--- src/rtl/ex_forward_ctrl_pkg.sv ---
// Shared pipeline definitions for the EX forwarding muxes and the forwarding control.
package ex_forward_ctrl_pkg;

  localparam int REG_AW = 5;

  // EX operand-mux select codes.
  localparam logic [1:0] FWD_RF  = 2'b00;
  localparam logic [1:0] FWD_ALU = 2'b10;
  localparam logic [1:0] FWD_WB  = 2'b01;
  localparam logic [1:0] FWD_IMM = 2'b11;

  typedef struct packed {
    logic              valid;
    logic [REG_AW-1:0] dst;
    logic              reg_write;
    logic              mem_read;
  } shadow_t;

  // Loads in MEM are already resolved by the stall, so MEM only needs the write tag.
  typedef struct packed {
    logic              valid;
    logic [REG_AW-1:0] dst;
    logic              reg_write;
  } wr_tag_t;

endpackage

--- src/rtl/ex_forward_ctrl_src_cmp.sv ---
// Per-source hazard compare: EX-stage producer beats MEM-stage producer; r0 never matches.
module fwd_src_cmp
  import ex_forward_ctrl_pkg::*;
#(
  parameter int REG_ADDR_W = REG_AW
) (
  input  logic [REG_ADDR_W-1:0] src_i,
  input  logic                  uses_i,
  input  logic                  ex_wr_i,
  input  logic [REG_ADDR_W-1:0] ex_dst_i,
  input  logic                  ex_load_i,
  input  logic                  mem_wr_i,
  input  logic [REG_ADDR_W-1:0] mem_dst_i,
  output logic [1:0]            code_o,
  output logic                  load_use_o
);

  logic src_live;
  logic hit_ex;
  logic hit_mem;

  assign src_live   = uses_i & (src_i != '0);
  assign hit_ex     = src_live & ex_wr_i  & (ex_dst_i  == src_i);
  assign hit_mem    = src_live & mem_wr_i & (mem_dst_i == src_i);
  assign code_o     = hit_ex ? FWD_ALU : (hit_mem ? FWD_WB : FWD_RF);
  assign load_use_o = hit_ex & ex_load_i;

endmodule

--- src/rtl/ex_forward_ctrl.sv ---
// EX-stage forwarding select generation and load-use stall, tracking EX/MEM producers from ID.
module ex_forward_ctrl
  import ex_forward_ctrl_pkg::*;
#(
  parameter int REG_ADDR_W = REG_AW,
  parameter int CNT_W      = 16
) (
  input  logic                  clk,
  input  logic                  reset,
  input  logic                  in_hold,
  input  logic                  in_flush,
  input  logic                  in_id_valid,
  input  logic [REG_ADDR_W-1:0] in_id_rs,
  input  logic [REG_ADDR_W-1:0] in_id_rt,
  input  logic [REG_ADDR_W-1:0] in_id_dst,
  input  logic                  in_id_uses_rs,
  input  logic                  in_id_uses_rt,
  input  logic                  in_id_alu_src,
  input  logic                  in_id_reg_write,
  input  logic                  in_id_mem_read,
  output logic [1:0]            out_forward_a,
  output logic [1:0]            out_forward_b,
  output logic [1:0]            out_forward_st,
  output logic                  out_stall,
  output logic [CNT_W-1:0]      out_stall_count
);

  shadow_t          ex_q, ex_d;
  wr_tag_t          mem_q;
  logic [1:0]       fwd_a_q, fwd_a_d;
  logic [1:0]       fwd_b_q, fwd_b_d;
  logic [1:0]       fwd_st_q, fwd_st_d;
  logic [CNT_W-1:0] cnt_q, cnt_d;

  logic [1:0] code_rs, code_rt;
  logic       lu_rs, lu_rt;
  logic       stall;
  logic       bubble;

  fwd_src_cmp #(.REG_ADDR_W(REG_ADDR_W)) u_cmp_rs (
    .src_i      (in_id_rs),
    .uses_i     (in_id_uses_rs),
    .ex_wr_i    (ex_q.valid & ex_q.reg_write),
    .ex_dst_i   (ex_q.dst),
    .ex_load_i  (ex_q.mem_read),
    .mem_wr_i   (mem_q.valid & mem_q.reg_write),
    .mem_dst_i  (mem_q.dst),
    .code_o     (code_rs),
    .load_use_o (lu_rs)
  );

  fwd_src_cmp #(.REG_ADDR_W(REG_ADDR_W)) u_cmp_rt (
    .src_i      (in_id_rt),
    .uses_i     (in_id_uses_rt),
    .ex_wr_i    (ex_q.valid & ex_q.reg_write),
    .ex_dst_i   (ex_q.dst),
    .ex_load_i  (ex_q.mem_read),
    .mem_wr_i   (mem_q.valid & mem_q.reg_write),
    .mem_dst_i  (mem_q.dst),
    .code_o     (code_rt),
    .load_use_o (lu_rt)
  );

  // Hold and flush both suppress the stall; the bubble covers every case where ID must not enter EX.
  assign stall  = in_id_valid & ~in_flush & ~in_hold & (lu_rs | lu_rt);
  assign bubble = ~in_id_valid | in_flush | stall;

  always_comb begin
    ex_d     = '0;
    fwd_a_d  = FWD_RF;
    fwd_b_d  = FWD_RF;
    fwd_st_d = FWD_RF;
    if (!bubble) begin
      ex_d.valid     = 1'b1;
      ex_d.dst       = in_id_dst;
      ex_d.reg_write = in_id_reg_write;
      ex_d.mem_read  = in_id_mem_read;
      fwd_a_d        = code_rs;
      fwd_b_d        = in_id_alu_src ? FWD_IMM : code_rt;
      fwd_st_d       = code_rt;
    end
    cnt_d = cnt_q;
    if (stall && (cnt_q != '1)) begin
      cnt_d = cnt_q + CNT_W'(1);
    end
  end

  always_ff @(posedge clk) begin
    if (reset) begin
      ex_q     <= '0;
      mem_q    <= '0;
      fwd_a_q  <= FWD_RF;
      fwd_b_q  <= FWD_RF;
      fwd_st_q <= FWD_RF;
      cnt_q    <= '0;
    end else if (!in_hold) begin
      ex_q            <= ex_d;
      mem_q.valid     <= ex_q.valid;
      mem_q.dst       <= ex_q.dst;
      mem_q.reg_write <= ex_q.reg_write;
      fwd_a_q         <= fwd_a_d;
      fwd_b_q         <= fwd_b_d;
      fwd_st_q        <= fwd_st_d;
      cnt_q           <= cnt_d;
    end
  end

  assign out_forward_a   = fwd_a_q;
  assign out_forward_b   = fwd_b_q;
  assign out_forward_st  = fwd_st_q;
  assign out_stall       = stall;
  assign out_stall_count = cnt_q;

endmodule

--- config.mk ---
export PLATFORM = sky130hd
export DESIGN_NAME = ex_forward_ctrl
export DESIGN_NICKNAME = d
export VERILOG_FILES = /design/src/rtl/ex_forward_ctrl_pkg.sv /design/src/rtl/ex_forward_ctrl_src_cmp.sv /design/src/rtl/ex_forward_ctrl.sv
export SDC_FILE = /design/constraint.sdc
export NUM_CORES = 1
export LEC_CHECK = 0
export CORE_ASPECT_RATIO = 1.25
export CORE_MARGIN = 5
export CORE_UTILIZATION = 40
export DETAILED_ROUTE_END_ITERATION = 12
export PLACE_DENSITY = 0.67
export RECOVER_POWER = 25
export REMOVE_ABC_BUFFERS = 1
export SLEW_MARGIN = 10
export SYNTH_ARGS = -nofsm -noshare
export SYNTH_HDL_FRONTEND = slang
export SYNTH_HIERARCHICAL = 1
export SYNTH_SLANG_ARGS = --single-unit
--- constraint.sdc ---
create_clock -name clk -period 6.9 [get_ports clk]
set_input_delay 1.38 -clock clk [delete_from_list [all_inputs] [get_ports clk]]
set_output_delay 1.38 -clock clk [all_outputs]
set_load 0.05 [all_outputs]
==> Word level (Yosys, flattened, before mapping) <==
Cells that the tools add are included.
W data, S select, Z words.
{ "op_classes": {"addsub": 1, "n_mul": 0, "div_mod_pow": 0, "n_lt_le_gt_ge": 0, "eq_ne": 5, "shift": 0, "muxes": 9, "bitwise": 23, "n_reduce_logical": 4} }
{ "op_table": {"columns": ["op", "n"], "rows": [
  ["$eq A5 B5 Y1", 4],
  ["$and A1 B1 Y1", 17],
  ["$add A16 B1 Y16 const B", 1],
  ["$ne A16 B16 Y1 const B", 1],
  ["$mux W2", 6],
  ["$reduce_bool A5 Y1", 2],
  ["$mux W8", 1],
  ["$not A1 Y1", 3],
  ["$or A1 B1 Y1", 3],
  ["$mux W1", 2],
  ["$reduce_and A2 Y1", 1],
  ["$logic_and A1 B1 Y1", 1]
]} }
{ "totals": {"regBits": 37, "latchBits": 0, "ram_bits": 0, "mem_bits_ro": 0, "inputBits": 25, "out_inout_bits": 23, "wordCells": 53, "mem_count": 0} }

==> Longest topological paths before layout <==
Gate-level depths: netlist of the first run.
{ "depth": {"word_depth": 9, "ltp_mapped": 9} }

==> By module <==
The synthesis of the first run kept the hierarchy.
{ "by_module_without_submodules": {"columns": ["module", "instances", "cells_each", "area_per_inst_um2", "seq_area_each_um2"], "rows": [
  ["ex_forward_ctrl", 1, 176, 1555.2, 740.7],
  ["fwd_src_cmp", 2, 20, 170.2, 0.0]
]} }

==> Least setup slack after synthesis of the first run <==
OpenSTA, ideal clock, no wires.
{ "synth_path": {"kind": "input port to output port", "startpoint": "input in_id_rt[1]", "endpoint": "output out_stall", "t_arrival_ns": 3.252, "required_time_ns": 5.520, "slack_ns": 2.268, "stages": 7, "n_path_buf": 1, "cell_sequence": "or4_4 > o21ai_4 > nor3_2 > and2_1 > o21ai_0 > clkbuf_1 > inv_1"} }
{ "synth_via": {"elab_chain_cells": 7} }
{ "synth_lines": {"columns": ["item", "line", "source"], "rows": [
  ["start, declared", "ex_forward_ctrl.sv:14", "input logic [REG_ADDR_W-1:0] in_id_rt,"],
  ["$reduce_bool A5 Y1", "ex_forward_ctrl_src_cmp.sv:22", "assign src_live = uses_i & (src_i != '0);"],
  ["$and A1 B1 Y1", "ex_forward_ctrl_src_cmp.sv:22", null],
  ["$and A1 B1 Y1", "ex_forward_ctrl_src_cmp.sv:23", "assign hit_ex = src_live & ex_wr_i & (ex_dst_i == src_i);"],
  ["$and A1 B1 Y1 (*)", "ex_forward_ctrl_src_cmp.sv:23", null],
  ["named net u_cmp_rt.hit_ex", "ex_forward_ctrl_src_cmp.sv:19", "logic hit_ex;"],
  ["$and A1 B1 Y1 (*)", "ex_forward_ctrl_src_cmp.sv:26", "assign load_use_o = hit_ex & ex_load_i;"],
  ["named net lu_rt", "ex_forward_ctrl.sv:36", "logic lu_rs, lu_rt;"],
  ["$or A1 B1 Y1 (*)", "ex_forward_ctrl.sv:65", "assign stall = in_id_valid & ~in_flush & ~in_hold & (lu_rs | lu_rt);"],
  ["$and A1 B1 Y1 (*)", "ex_forward_ctrl.sv:65", null],
  ["end, declared", "ex_forward_ctrl.sv:24", "output logic out_stall,"]
]} }
The timed path passes the listed nets; every way through them passes the cells marked *.

==> Worst setup path in the final report of the first run <==
{ "layout_path": {"startpoint": "input in_id_rt[1]", "endpoint": "output out_stall"} }
{ "layout_via": {"elab_chain_cells": 7} }
{ "layout_lines": {"columns": ["item", "line"], "rows": [
  ["$reduce_bool A5 Y1", "ex_forward_ctrl_src_cmp.sv:22"],
  ["$and A1 B1 Y1", "ex_forward_ctrl_src_cmp.sv:22"],
  ["$and A1 B1 Y1", "ex_forward_ctrl_src_cmp.sv:23"],
  ["$and A1 B1 Y1 (*)", "ex_forward_ctrl_src_cmp.sv:23"],
  ["$and A1 B1 Y1 (*)", "ex_forward_ctrl_src_cmp.sv:26"],
  ["named net lu_rt", "ex_forward_ctrl.sv:36"],
  ["$or A1 B1 Y1 (*)", "ex_forward_ctrl.sv:65"],
  ["$and A1 B1 Y1 (*)", "ex_forward_ctrl.sv:65"]
]} }
Marks and branches as above.

==> impl_metrics.yaml, run 1 <==
routing:
  drt_iter0_markers: 78
  drc_errors: 0
  drt-vias-per-instance: 5.50
  drt-wirelength-per-cell_um: 14.5
  dr.pass1.iters: 4
  ant_nets: 0
  routed_wl_mm: 4.69
  vias: 1776
finish:
  postLayoutCellArea_um2: 2510
  fin_nets: 288
  layout-drive-gt1-share_pct: 8.37
  area_delta_synth_final_pct: 32.3
  layout_common_cells: "38 x clkdlybuf4s50_1, 37 x dfxtp_1, 22 x nor2_1"
  diodes: 0
  final_common_cell: "clkdlybuf4s50_1"
setup_path:
  crit_path_frequent_cell: "clkdlybuf4s50_1"
  path_max_fanout: 16
  max_stage_delay_ns: 0.70
  cp.arrival_ns: 4.04
  crit_path_top_delay_cell: "clkdlybuf4s50_1"
  crit_chain: "clkdlybuf4s50_1 > or4_4 > o21ai_4 > nor3_2 > and2_1 > o21ai_0 > buf_4 > inv_1 > clkdlybuf4s50_1"
  required_ns: 5.52
  critPathBufInv: 4
  path_delay_family: "buffers and inverters"
  worst-setup-path-type: "input port to primary output"
  cp-end-kind: "primary output"
  startpoint_type: "input port"
logic_synthesis:
  synth_area_um2: 1900
  syn_inst: 216
  synth.avg_cell_area_um2: 8.78
  synth_area_leader_cell: "dfxtp_1"
  synth_top_area_share_pct: 39.1
  yosysSeqAreaShare_pct: 39.1
  synth_warnings: 6
  ys.flop_type: "dfxtp_1"
  synth_area_leaders: "dfxtp_1 39%, xnor2_1 5.5%, a21oi_1 4.5%"
  async_reset_ff_share_pct: 0
  ys_ff_latch: 37
  synth-edff-count: 0
  synth_cell_types: 37
clock_tree:
  cts_root_buf: "clkbuf_8"
  cts_hold_buffers: 0
  post-cts-setup-buffer-count: 0
  cts_made_buffers: 5
  cts.repair.resized: 0
  htree_levels: 2
  clk_pin_slew_ns: 0.07
  clockBufferDepth: 2
  numClockSinks: 37
  cts_tree: "built"
  clock_latency_ns: 0.28
die:
  dieWidth_um: 71.6
  io_pins: 48
  core_region_area_um2: 4660
  initial_core_util_pct: 40.7
  row_count: 28
  die_area_um2: 6220
  die_y_um: 87.0
timing:
  setup_viol_count_final: 0
  holdWs_ns: 0.461
  rsz0062_at_grt: "false"
  finalSetupTns_ns: 0
  maxSlewViolCount: 0
  min_period_over_period_pct: 78.5
  fmax_ghz: 0.185
  post-route-worst-setup-slack_ns: 1.48
  relSlewSlack_pct: 22.3
  hold_violations: 0
  worst_pin_slew_ns: 1.17
  fin_skew_ns: 0.00471
  fin_crit_ns: 5.42
global_routing:
  antenna_found_initial: 0
  grt_pass1_vias: 1702
  grt_use_total_pct: 15.7
  grt_pass1_wl_mm: 7.88
  grt-ovfl-total: 0
  grt_max_degree: 40
pwr:
  power_density_nw_per_um2: 160
  ir_drop_v: 0.0000880
  p_leak_nw: 0.866
  power_uw: 401
place:
  place.gp.congestion: 0.812
  pre_cts_slack_ns: 1.51
  hpwl_mm: 3.34
  postPlaceCellArea_um2: 2430
  numPortBuffers: 47
status:
  outcome: "finished, final reports clean"
job:
  maxCapViolCount: 0
worst_hold_path:
  hp-class: "flop to flop"
registers in the layout, indices dropped and copies added (netlist names):
| name | count |
|---|---|
| out_forward_b | 2 |
| out_forward_st | 2 |
| out_forward_a | 2 |
| ex_q | 8 |
| out_stall_count | 16 |
| mem_q | 7 |
where the power goes:
part           internal [mW]  total [mW]  switching (mW)
Combinational         0.0217      0.0404          0.0187
Clock                 0.0699       0.143          0.0728
Sequential             0.215       0.217         0.00198
Total                  0.307       0.401          0.0934
area by class of cell:
cell class	instances	area, µm²
Inverter	4	15.0
Tap cell	60	75.1
Timing Repair Buffer	52	504
Sequential cell	37	741
Multi-Input combinational cell	162	1090
Clock inverter	2	10.0
Clock buffer	6	72.6
Fill cell	466	2150
final timing paths:
path / to / slack (ns) / start / cells after the start
hold / removal: out_forward_b[0]$_SDFFE_PP0N_ / 0.46 / out_forward_b[0]$_SDFFE_PP0N_ / 2
hold reg to reg: out_forward_b[0]$_SDFFE_PP0N_ / 0.46 / out_forward_b[0]$_SDFFE_PP0N_ / 2
setup reg to reg: out_stall_count[14]$_SDFFE_PP0P_ / 4.25 / ex_q[2]$_SDFFE_PP0N_ / 8
setup / recovery: out_stall / 1.48 / in_id_rt[1] / 9
synth_stat cells (all sizes together) (3+ instances only):
cell type,instances
or4,12
a22oi,11
a21oi,17
nor2,22
dfxtp,37
and2,5
nor4,5
o21ai,10
xor2,8
nand3,5
or3,3
xnor2,12
buf,5
inv,4
nand4,9
nand2,9
mux2i,7
clkbuf,8
o31ai,9
nor3,5
worst min-delay path, cell delays in order (launching register included):
cell,delay (ns)
dfxtp_1,0.31
nand2_1,0.06
a21oi_1,0.05
through the flow:
| stage | util, % | std cells |
|---|---|---|
| final | 53.8 | 323 |
| after global routing | 53.8 | 323 |
| after CTS | 53.9 | 323 |
| after detailed placement | 52.1 | 315 |
| after global placement | 52.1 | 315 |
| after floorplan | - | 203 |
routing by layer:
layer | vias up | track usage, % | part of all wire, %
met1 | 835 | 19.2 | 45
met4 | 0 | 4.10 | 0.81
li1 | 889 | - | -
met2 | 47 | 26.4 | 48
met5 | - | 0 | 0
met3 | 5 | 4.97 | 6.7
kinds of logic (layout without fill, tap and decap cells):
| group | count (synthesis) | after routing | synth area share [%] |
|---|---|---|---|
| AO/OA/AOI/OAI | 50 | 50 | 17.7 |
| XOR/XNOR | 20 | 20 | 9.24 |
| adder cells (fa/ha/maj) | 1 | 1 | 0.660 |
| buffers and inverters | 17 | 64 | 3.76 |
| flip-flops | 37 | 37 | 39.1 |
| multiplexers | 8 | 8 | 4.29 |
| AND/OR/NAND/NOR | 83 | 83 | 25.3 |
Power figures use the tool's default switching activity.
==> run 2, diff against run 1 <==
Clock period 6.9 ns to 5.4 ns, I/O delays scaled along.
==> run 2 against run 1 <==
Register-to-register slack worse by 1.5 ns. Via count up 0.23%. Combinational power is 27% higher. Routed wire length fell by 1.2%. Critical path depth fell by 2. Largest power group unchanged.
==> impl_metrics.yaml, run 2 (synthesis gave the netlist of run 1 again) <==
clock_tree:
  htree_levels: 2
  clk_pin_slew_ns: 0.07
  clockBufferDepth: 2
  post-cts-setup-buffer-count: 0
  numClockSinks: 37
  clock_latency_ns: 0.29
  cts.repair.resized: 0
  cts_root_buf: "clkbuf_8"
  cts_hold_buffers: 0
  cts_tree: "built"
  cts_made_buffers: 5
setup_path:
  worst-setup-path-type: "input port to primary output"
  startpoint_type: "input port"
  r2r_cells: 8
  path_delay_family: "buffers and inverters"
  path_max_fanout: 23
  cp-end-kind: "primary output"
  max_stage_delay_ns: 0.86
  crit_path_top_delay_cell: "clkbuf_1"
  required_ns: 4.32
  critPathBufInv: 5
  crit_chain: "dlygate4sd3_1 > clkbuf_1 > nor3b_1 > o21ai_0 > buf_4 > inv_1 > buf_4"
  crit_cells: 7
  cp.arrival_ns: 3.24
  crit_path_frequent_cell: "buf_4"
timing:
  maxSlewViolCount: 0
  rsz0062_at_grt: "false"
  post-route-worst-setup-slack_ns: 1.08
  fin_crit_ns: 4.32
  min_period_over_period_pct: 80.1
  setup_viol_count_final: 0
  fmax_ghz: 0.231
  relSlewSlack_pct: 21.3
  fin_skew_ns: 0.00251
  hold_violations: 0
  worst_pin_slew_ns: 1.18
  finalSetupTns_ns: 0
finish:
  area_delta_synth_final_pct: 32.1
  fin_nets: 288
  layout_common_cells: "37 x dfxtp_1, 37 x clkdlybuf4s50_1, 22 x nor2_1"
  fill_cells: 466
  multiInputGateArea_um2: 1090
  diodes: 0
  largest_reg_flops: 16
  layout-drive-gt1-share_pct: 8.75
  regArea_um2: 741
pwr:
  ir_drop_v: 0.000137
  p_leak_nw: 0.868
  power_density_nw_per_um2: 207
place:
  hpwl_mm: 3.30
  numPortBuffers: 47
  place.gp.congestion: 0.829
  pre_cts_slack_ns: 1.10
worst_hold_path:
  whs_path_depth: 2
  hp-class: "flop to flop"
global_routing:
  grt_max_degree: 40
  grt-ovfl-total: 0
  grt_use_total_pct: 15.7
  grt_pass1_wl_mm: 7.95
  antenna_found_initial: 0
  grt_pass1_vias: 1730
die:
  core_region_area_um2: 4660
  dieWidth_um: 71.6
  io_pins: 48
  die_y_um: 87.0
  initial_core_util_pct: 40.7
  die_area_um2: 6220
  row_count: 28
routing:
  dr.pass1.iters: 4
  drc_errors: 0
  drt-vias-per-instance: 5.51
  drt-wirelength-per-cell_um: 14.3
  ant_nets: 0
  vias: 1780
  drt_iter0_markers: 69
  routed_wl_mm: 4.63
job:
  maxCapViolCount: 0
status:
  outcome: "finished, final reports clean"
-- run 2: cell types whose count changed in the layout (fill, tap and decap cells not counted) --
cell	delta
buf_4	+1
clkdlybuf4s50_1	-1
-- run 2: final timing paths --
kind                                       from                               end  slack, ns
hold / removal    out_forward_b[0]$_SDFFE_PP0N_     out_forward_b[0]$_SDFFE_PP0N_       0.46
setup reg to reg           ex_q[6]$_SDFFE_PP0N_  out_stall_count[14]$_SDFFE_PP0P_       2.75
setup / recovery                        in_hold                         out_stall       1.08
hold reg to reg   out_forward_b[0]$_SDFFE_PP0N_     out_forward_b[0]$_SDFFE_PP0N_       0.46
-- run 2: layer usage --
layer / wire length (µm) / global-route usage [%]
met5: 0 / 0
met4: 77 / 5.13
met3: 303 / 4.73
met2: 2110 / 25.7
met1: 2140 / 19.8
-- run 2: area by class of cell --
| class | instances | share of cell area (%) |
|---|---|---|
| Sequential cell | 37 | 29.6 |
| Timing Repair Buffer | 52 | 20.0 |
| Inverter | 4 | 0.599 |
| Clock inverter | 2 | 0.400 |
| Clock buffer | 6 | 2.90 |
| Tap cell | 60 | 3.00 |
| Multi-Input combinational cell | 162 | 43.5 |
-- run 2: per-stage QoR --
step / area, µm² / instances / hold slack (ns) / util (%) / power (mW)
after global routing: 2500 / 323 / 0.498 / 53.8 / 0.539
after CTS: 2510 / 323 / 0.468 / 53.8 / 0.523
after detailed placement: 2430 / 315 / 0.457 / 52.1 / 0.336
after floorplan: 1840 / 203 / 0.455 / - / 0.302
after global placement: 2430 / 315 / 0.453 / 52.1 / 0.336
final: 2500 / 323 / 0.459 / 53.8 / 0.518
-- run 2: power breakdown --
| part | total, mW | switching (mW) | internal, mW |
|---|---|---|---|
| sequential | 0.278 | 0.00250 | 0.275 |
| clock | 0.189 | 0.0994 | 0.0895 |
| combinational | 0.0514 | 0.0237 | 0.0277 |
-- run 2: worst reg2reg max path, delay by kind of cell, from the launching register on --
kind | cells | cell delay, ns
XOR/XNOR | 1 | 0.15
flip-flops | 1 | 0.42
AND/OR/NAND/NOR | 6 | 1.85
AO/OA/AOI/OAI | 1 | 0.14
==> run 3, diff against run 2 <==
Clock period 5.4 ns to 4.4 ns, I/O delays scaled along.
==> run 3 against run 2 <==
Clock skew rose by 0.0039 ns. Combinational power rose by 23%. Sequential power rose by 23%. Setup slack got worse by 0.50 ns. Critical path type unchanged. Highest routed layer unchanged.
==> impl_metrics.yaml, run 3 (synthesis gave the netlist of run 1 again) <==
clock_tree:
  htree_levels: 2
  clockBufferDepth: 2
  cts_hold_buffers: 0
  cts.repair.resized: 0
  cts_tree: "built"
  numClockSinks: 37
  clk_pin_slew_ns: 0.08
  cts_made_buffers: 5
  clock_latency_ns: 0.29
  cts_root_buf: "clkbuf_8"
  post-cts-setup-buffer-count: 0
setup_path:
  required_ns: 3.52
  cp.arrival_ns: 2.94
  cp-end-kind: "primary output"
  path_max_fanout: 4
  worst-setup-path-type: "input port to primary output"
  startpoint_type: "input port"
  r2r_slack_ns: 1.69
die:
  core_region_area_um2: 4660
  dieWidth_um: 71.6
  die_area_um2: 6220
  initial_core_util_pct: 40.7
  io_pins: 48
  die_y_um: 87.0
  row_count: 28
place:
  place.gp.congestion: 0.850
  pre_cts_slack_ns: 0.588
  numPortBuffers: 47
  hpwl_mm: 3.47
  placed_cells: 315
routing:
  dr.pass1.iters: 4
  routed_wl_mm: 4.82
  drt-wirelength-per-cell_um: 14.9
  drt_iter0_markers: 113
  drt-vias-per-instance: 5.47
  ant_nets: 0
  drc_errors: 0
  vias: 1766
timing:
  fin_skew_ns: 0.00641
  setup_viol_count_final: 0
  rsz0062_at_grt: "false"
  post-route-worst-setup-slack_ns: 0.576
  fin_crit_ns: 3.82
  fmax_ghz: 0.261
  relSlewSlack_pct: 37.2
  min_period_over_period_pct: 86.9
  hold_violations: 0
  worst_pin_slew_ns: 0.938
  maxSlewViolCount: 0
  finalSetupTns_ns: 0
global_routing:
  grt_pass1_vias: 1780
  grt_max_degree: 26
  grt_use_total_pct: 16.3
  use_met1_pct: 19.4
  use_met2_pct: 27.6
  globalRoute.busiestLayer: "met2"
  grt.met3_usage_pct: 4.97
  grt_pass1_wl_mm: 8.11
  grt-ovfl-total: 0
  antenna_found_initial: 0
job:
  maxCapViolCount: 0
finish:
  fill_cells: 432
  layout-drive-gt1-share_pct: 9.13
  instances_no_fill: 323
  diodes: 0
  regArea_um2: 741
  largest_reg_flops: 16
  fin_nets: 288
  layout_common_cells: "37 x dfxtp_1, 37 x clkdlybuf4s50_1, 22 x nor2_1"
  area_delta_synth_final_pct: 34.1
  multiInputGateArea_um2: 1090
pwr:
  power_uw: 712
  power_density_nw_per_um2: 280
  p_leak_nw: 0.881
  ir_drop_v: 0.000188
status:
  outcome: "finished, final reports clean"
worst_hold_path:
  hp-class: "flop to flop"
run 3: cell count changes in the layout (fill, tap and decap cells not counted):
cell,delta
clkbuf_8,+1
clkinvlp_4,+1
clkbuf_1,-1
bufinv_16,+1
clkinv_2,-2
run 3: area by class of cell:
type                    count  share of cell area, %
inverters                   4                  0.591
clock buffers               6                   3.25
multi-input cells         162                   42.9
flip-flops and latches     37                   29.1
clock inverters             2                   1.48
well taps                  60                   2.95
repair buffers             52                   19.7
run 3: path summary, 6_finish.rpt:
kind                                                    start                                to  cells past startpoint
worst max-delay path                              in_id_rt[1]                         out_stall                      8
worst min-delay path            out_forward_b[0]$_SDFFE_PP0N_     out_forward_b[0]$_SDFFE_PP0N_                      2
worst max register to register           ex_q[2]$_SDFFE_PP0N_  out_stall_count[14]$_SDFFE_PP0P_                      8
worst min register to register  out_forward_b[0]$_SDFFE_PP0N_     out_forward_b[0]$_SDFFE_PP0N_                      2
run 3: critical path, cell delays in order:
cell	delay, ns
clkdlybuf4s50_1	0.47
or4_4	0.57
o21ai_4	0.18
nor3_2	0.10
and2_1	0.20
o21ai_0	0.24
inv_1	0.10
buf_4	0.20
run 3: report_power, final:
group          leakage [nW]  internal, mW  total, mW  switching (mW)
Combinational         0.525        0.0339     0.0632          0.0293
Sequential            0.299         0.338      0.341         0.00312
Clock                0.0574         0.184      0.308           0.123
Total                 0.881         0.556      0.712           0.156
run 3: through the flow:
step | hold slack, ns | utilization, % | instance area, µm²
after floorplan | 0.455 | - | 1840
after global placement | 0.456 | 52.1 | 2430
after detailed placement | 0.460 | 52.1 | 2430
after CTS | 0.471 | 54.6 | 2550
after global routing | 0.483 | 54.6 | 2540
final | 0.462 | 54.6 | 2540
run 3: per-layer routing:
metal | wire length [µm] | up-vias
li1 | - | 886
met1 | 2190 | 831
met2 | 2290 | 41
met3 | 279 | 8
met4 | 64 | 0
met5 | 0 | -
